==> src/rtl/string_rx.sv <==
// string_rx: collects a valid/ready byte stream into a NUL-terminated string
// buffer and hands each completed string on through a valid/ready handshake.
//
// Ports
//   clk        system clock, rising edge
//   rst_n      asynchronous reset, active-low
//   rx_valid   rx_data holds a byte
//   rx_ready   block accepts a byte this cycle (high in COLLECT)
//   rx_data    character byte
//   str_valid  completed string available (high in HOLD)
//   str_ready  consumer accepts the string
//   str_data   packed string, first character in the MSB byte, NUL padded
//   str_len    stored character count, 0..MAX_LEN
//   str_ovf    characters were dropped because the string exceeded MAX_LEN
module string_rx #(
    parameter int unsigned MAX_LEN = 16,
    parameter logic [7:0]  TERM    = 8'h00
) (
    input  logic                           clk,
    input  logic                           rst_n,
    input  logic                           rx_valid,
    output logic                           rx_ready,
    input  logic [7:0]                     rx_data,
    output logic                           str_valid,
    input  logic                           str_ready,
    output logic [8*MAX_LEN-1:0]           str_data,
    output logic [$clog2(MAX_LEN+1)-1:0]   str_len,
    output logic                           str_ovf
);

    localparam int unsigned DATA_W = 8 * MAX_LEN;
    localparam int unsigned LEN_W  = $clog2(MAX_LEN + 1);

    typedef enum logic [0:0] {
        COLLECT = 1'b0,
        HOLD    = 1'b1
    } state_t;

    state_t state;
    state_t state_nxt;

    logic              rx_fire;
    logic              str_fire;
    logic              is_term;
    logic              buf_full;
    logic [DATA_W-1:0] char_slot;

    assign rx_fire   = rx_valid & rx_ready;
    assign str_fire  = str_valid & str_ready;
    assign is_term   = (rx_data == TERM);
    assign buf_full  = (str_len == LEN_W'(MAX_LEN));
    // Incoming byte moved into byte position str_len (MSB byte is position 0).
    assign char_slot = (DATA_W'(rx_data) << (DATA_W - 8)) >> {str_len, 3'b000};

    // State register.
    always_ff @(posedge clk or negedge rst_n) begin
        if (!rst_n) begin
            state <= COLLECT;
        end else begin
            state <= state_nxt;
        end
    end

    // Next-state logic.
    always_comb begin
        state_nxt = state;
        case (state)
            COLLECT: if (rx_fire && is_term) state_nxt = HOLD;
            HOLD:    if (str_fire)           state_nxt = COLLECT;
            default:                         state_nxt = COLLECT;
        endcase
    end

    // Handshake outputs decoded from the state register only.
    always_comb begin
        rx_ready  = 1'b0;
        str_valid = 1'b0;
        case (state)
            COLLECT: rx_ready  = 1'b1;
            HOLD:    str_valid = 1'b1;
            default: rx_ready  = 1'b1;
        endcase
    end

    // String buffer: fill on non-terminator bytes, clear on release.
    // Unused bytes stay zero, so OR-ing the new byte into place is enough.
    always_ff @(posedge clk or negedge rst_n) begin
        if (!rst_n) begin
            str_data <= '0;
            str_len  <= '0;
            str_ovf  <= 1'b0;
        end else if (str_fire) begin
            str_data <= '0;
            str_len  <= '0;
            str_ovf  <= 1'b0;
        end else if (rx_fire && !is_term) begin
            if (buf_full) begin
                str_ovf <= 1'b1;
            end else begin
                str_data <= str_data | char_slot;
                str_len  <= str_len + LEN_W'(1);
            end
        end
    end

endmodule

==> config.mk <==
export PLATFORM = sky130hd
export DESIGN_NAME = string_rx
export DESIGN_NICKNAME = d
export VERILOG_FILES = /design/src/rtl/string_rx.sv
export SDC_FILE = /design/constraint.sdc
export NUM_CORES = 1
export LEC_CHECK = 0
export ABC_AREA = 1
export BUFFER_PORTS_ARGS = -buffer_cell sky130_fd_sc_hd__buf_2
export CAP_MARGIN = 15
export CORE_ASPECT_RATIO = 0.5
export CORE_MARGIN = 5
export CORE_UTILIZATION = 60
export DETAILED_ROUTE_END_ITERATION = 12
export GPL_TIMING_DRIVEN = 0
export HOLD_SLACK_MARGIN = 0.1
export PLACE_DENSITY_LB_ADDON = 0.25
export SYNTH_ARGS = -nofsm -noshare
export SYNTH_HDL_FRONTEND = slang
export SYNTH_SLANG_ARGS = --single-unit
==> constraint.sdc <==
create_clock -name clk -period 2.85 [get_ports clk]
set_clock_uncertainty 0.1 [all_clocks]
set_input_delay 0.7125 -clock clk [delete_from_list [all_inputs] [get_ports clk]]
set_output_delay 0.7125 -clock clk [all_outputs]
set_load 0.005 [all_outputs]
# == Yosys cells after proc, flatten, opt, wreduce, memory -nomap -nowiden ==
# Index checks and enable logic that the tools add are counted.
# totals
regBits,135
input_bits,12
output_inout_bits,136
# op_classes
addsub,1
eq_ne,2
n_shift,1
n_mux,14
bitwise_logic,4
n_reduce_logical,8
# op_table
op,n
two-way mux 128 bit,3
bitwise OR 128 bit,1
>> shifter 128 x 8 -> 128 bit,1
two-way mux 5 bit,3
logical NOT 8 bit,1
two-way mux 1 bit,7
"adder 5 x 1 -> 5 bit, second input constant",1
"== test 5 bit, second input constant",1
AND reduction 2 bit,2
nonzero test 2 bit,2
bitwise AND 1 bit,2
logical AND 1 bit,2
"!= test 2 bit, second input constant",1
one-hot mux 1 bit (2 select lines),1
logical NOT 1 bit,1
inverter 1 bit,1

# == Depth between registers and ports, before layout ==
# depth
depth_word,5
ltp_mapped,11

# == Worst setup path before layout ==
# Ideal clock, no wire load.
# synth_path
path_type,register to register
start,register str_len[0]
end,register str_data[60]
arrival_time_ns,1.726
required_time_ns,2.633
setup_slack_ns,0.907
path_stages_with_launch,12
n_path_buf,4
synth_period_minus_slack_ns,1.943
cell_sequence,dfrtp_1 buf_2 inv_1 buf_2 ha_1 nand4_2 nand3_2 nand2_1 buf_4 buf_4 nand2_1 nand2_1
# synth_between
elab_chain_len,5
# synth_rtl
element,line,source
start: declaration,27,"output logic [$clog2(MAX_LEN+1)-1:0] str_len,"
start signal: assignment,101,str_len <= str_len + LEN_W'(1);
>> shifter 128 x 8 -> 128 bit,53,"assign char_slot = (DATA_W'(rx_data) << (DATA_W - 8)) >> {str_len, 3'b000};"
bitwise OR 128 bit,100,str_data <= str_data | char_slot;
two-way mux 128 bit,97,if (buf_full) begin
two-way mux 128 bit,96,end else if (rx_fire && !is_term) begin
two-way mux 128 bit,92,end else if (str_fire) begin
end signal: assignment,100,
end: declaration,26,"output logic [8*MAX_LEN-1:0] str_data,"
# Parallel ways exist; a longest one is shown, timed or not. The select of a mux whose other input is x is not followed.
# A chain may end at the register's enable or synchronous reset.

# == Worst setup path in the final report ==
# layout_path
start,register str_len[0]
end,register str_data[35]
# The elaborated chain is that of the path after synthesis.

==> impl_metrics.json <==
{
  "status": "complete, no violations",
  "p_switching_mw": 3.87,
  "cellPowerDensity_nw_per_um2": 1070,
  "nNetsFinal": 1215,
  "synth.top_cell.area_share": 0.464,
  "wire_per_inst_um": 18.3,
  "synthCells": 1034,
  "initial_core_util": 0.615,
  "syn-num-nets": 1048,
  "yosysTopAreaCell": "dfrtp_1",
  "final_cell_mix": "327 x nand2_1, 171 x buf_2, 159 x nand3_1",
  "wirelength_mm": 25.3,
  "synth-seq-cells": 135,
  "avgSynthCellArea_um2": 7.04,
  "syn-cell-area_um2": 7280,
  "drv_slew": 0,
  "clock_latency_ns": 0.42,
  "holdCritPathClass": "in -> async",
  "die_x_um": 166,
  "grt_max_degree": 76,
  "peakVddDrop_mv": 0.537,
  "swShare": 0.407,
  "p_clk_frac": 0.262,
  "path_cells": "buf_2 > inv_1 > buf_2 > ha_1 > nand4_2 > nand3_2 > buf_4 > buf_2 > nand3_1 > nand2_1",
  "arrival_ns": 2.69,
  "comb_power_share": 0.390,
  "startpoint_type": "flop",
  "clock_sink_count": 135,
  "worstPathMaxFanout": 10,
  "path_class": "reg -> reg",
  "n_antenna_cell": 0,
  "synthToLayoutAreaGrowth_pct": 22.3,
  "fin_ws_ns": 0.421,
  "htree_num_levels": 4,
  "avgViaCountPerCell": 5.74,
  "place_area_um2": 8260,
  "clkTransAtPathRegs_ns": 0.06,
  "io_buffer_count": 147,
  "grt_pass1_wl_mm": 39.0,
  "min_period_ns": 2.43,
  "route.vias.total": 7922,
  "grt_pass1_vias": 7266,
  "ys.warnings.count": 0,
  "rsz0062_at_grt": "no",
  "relSlewSlack": 0.477,
  "first_pass_iters": 6,
  "finish.instance_area_um2": 8910,
  "synth.area.top_cells": "dfrtp_1 46%, nand2_1 17%, nand3_1 11%, a21oi_1 6.9%, inv_1 5.9%",
  "cts_buffers": 17,
  "die_y_um": 87.9,
  "core_area_um2": 11800,
  "p_int_mw": 5.64,
  "post-route-util": 0.752,
  "dp_slack_ns": 0.342,
  "tns_ns": 0,
  "setup_viol_count_final": 0,
  "gp_congestion": 1.02,
  "hold_viol": 0,
  "fin_crit_sh": 0.852,
  "fp-row-count": 28,
  "finalPower_mw": 9.52,
  "maxCapViolations": 0,
  "tritoncts": "done",
  "clockRootBuffer": "clkbuf_16",
  "cpPeakStageDelay_ns": 0.41,
  "fillers": 930,
  "holdBufCountCts": 0,
  "slowest_stage": "dfrtp_1",
  "clockBufferDepth": 2,
  "ant_nets": 0,
  "pwr-share-seq": 0.348,
  "antenna_found_initial": 0,
  "postCtsResizedCells": 0,
  "path_common_cell": "buf_2",
  "layout_commonest_cell": "nand2_1",
  "io_pins": 148,
  "track_usage": 0.346,
  "fmax_mhz": 412,
  "p_leak_nw": 4.73,
  "crit_path_end_kind": "flop",
  "crit_required_ns": 3.11,
  "dieArea_um2": 14600,
  "drc": 0,
  "cts_setup_buffers": 0,
  "worst_pin_slew_ns": 0.785,
  "dp_hpwl_mm": 18.5,
  "ys_seq_area_frac": 0.464,
  "synth_cell_types": 23,
  "drive_above_1_share": 0.182,
  "overflow": 0,
  "drt-initial-drc-count": 956
}
## worst paths after layout
| check | start | to | slack (ns) | cells past startpoint |
|---|---|---|---|---|
| min reg2reg | str_data[126] | str_data[126] | 0.38 | 2 |
| max reg2reg | str_len[0] | str_data[35] | 0.42 | 10 |
| min in group clk | str_data[126] | str_data[126] | 0.38 | 2 |
| max in group asynchronous | rst_n | str_data[110] | 1.68 | 2 |
| min | rst_n | str_data[12] | 0.21 | 1 |
| max | str_len[0] | str_data[35] | 0.42 | 10 |
## cells by family after synthesis
group,Yosys count,synth area share
XOR/XNOR,2,0.00241
adder cells (fa/ha/maj),2,0.00344
AO/OA/AOI/OAI,132,0.0909
AND/OR/NAND/NOR,568,0.328
flip-flops,135,0.464
buffers and inverters,195,0.111
## power by group through the flow
stage | Clock, mW | Sequential, mW | Combinational (mW)
after CTS | 2.49 | 3.28 | 3.65
after detailed placement | 0 | 3.31 | 3.62
final | 2.50 | 3.31 | 3.71
after global placement | 0 | 3.26 | 3.51
after global routing | 2.59 | 3.39 | 4.11
after floorplan | 0 | 3.28 | 2.03
## worst max-delay path, delay by kind of cell, from the launching register on
kind                       cells  cell delay, ns
DFF                            1            0.41
and+or+nand+nor                4            0.64
adders and majority gates      1            0.21
buffers and inverters          5            0.99
## cell usage after synthesis
cell / n
inv_1: 115
nor2_1: 64
clkinv_1: 1
o22ai_1: 1
buf_1: 5
nor3_1: 2
dfrtp_1: 135
a21oi_1: 101
nand4_2: 1
nand3_2: 1
o21ai_0: 30
nor2_2: 1
buf_2: 25
ha_1: 2
clkbuf_1: 36
nand2_1: 327
nor2_4: 1
xor2_1: 2
nand3b_1: 1
inv_2: 1
buf_4: 12
nand4_1: 11
nand3_1: 159
## per-layer routing
layer | track usage | vias up | share of wire
met2 | 0.527 | 545 | 0.43
li1 | - | 3599 | -
met5 | 0 | - | 0
met1 | 0.483 | 3720 | 0.42
met3 | 0.107 | 58 | 0.13
met4 | 0.111 | 0 | 0.022
## cell type report
type	instances	area, um2	area share
Multi-Input combinational cell	704	3090	0.347
Timing Repair Buffer	148	769	0.0864
Inverter	117	439	0.0493
Tap cell	165	206	0.0232
Clock buffer	18	429	0.0482
Buffer	78	369	0.0414
Sequential cell	135	3380	0.379
Clock inverter	14	220	0.0247
## metrics by stage
stage | cells | hold WS, ns
3_5_place_dp | 1347 | 0.368
6_report | 1379 | 0.208
4_1_cts | 1379 | 0.241
3_3_place_gp | 1346 | 0.362
5_1_grt | 1379 | 0.281
2_1_floorplan | 1034 | 0.317
## flip-flops by register name, summed over array words and instances, names as in the netlist
name and flops:
state 1, str_data 128, str_len 5, str_ovf 1
No activity file was read; power rests on OpenSTA's default activity.
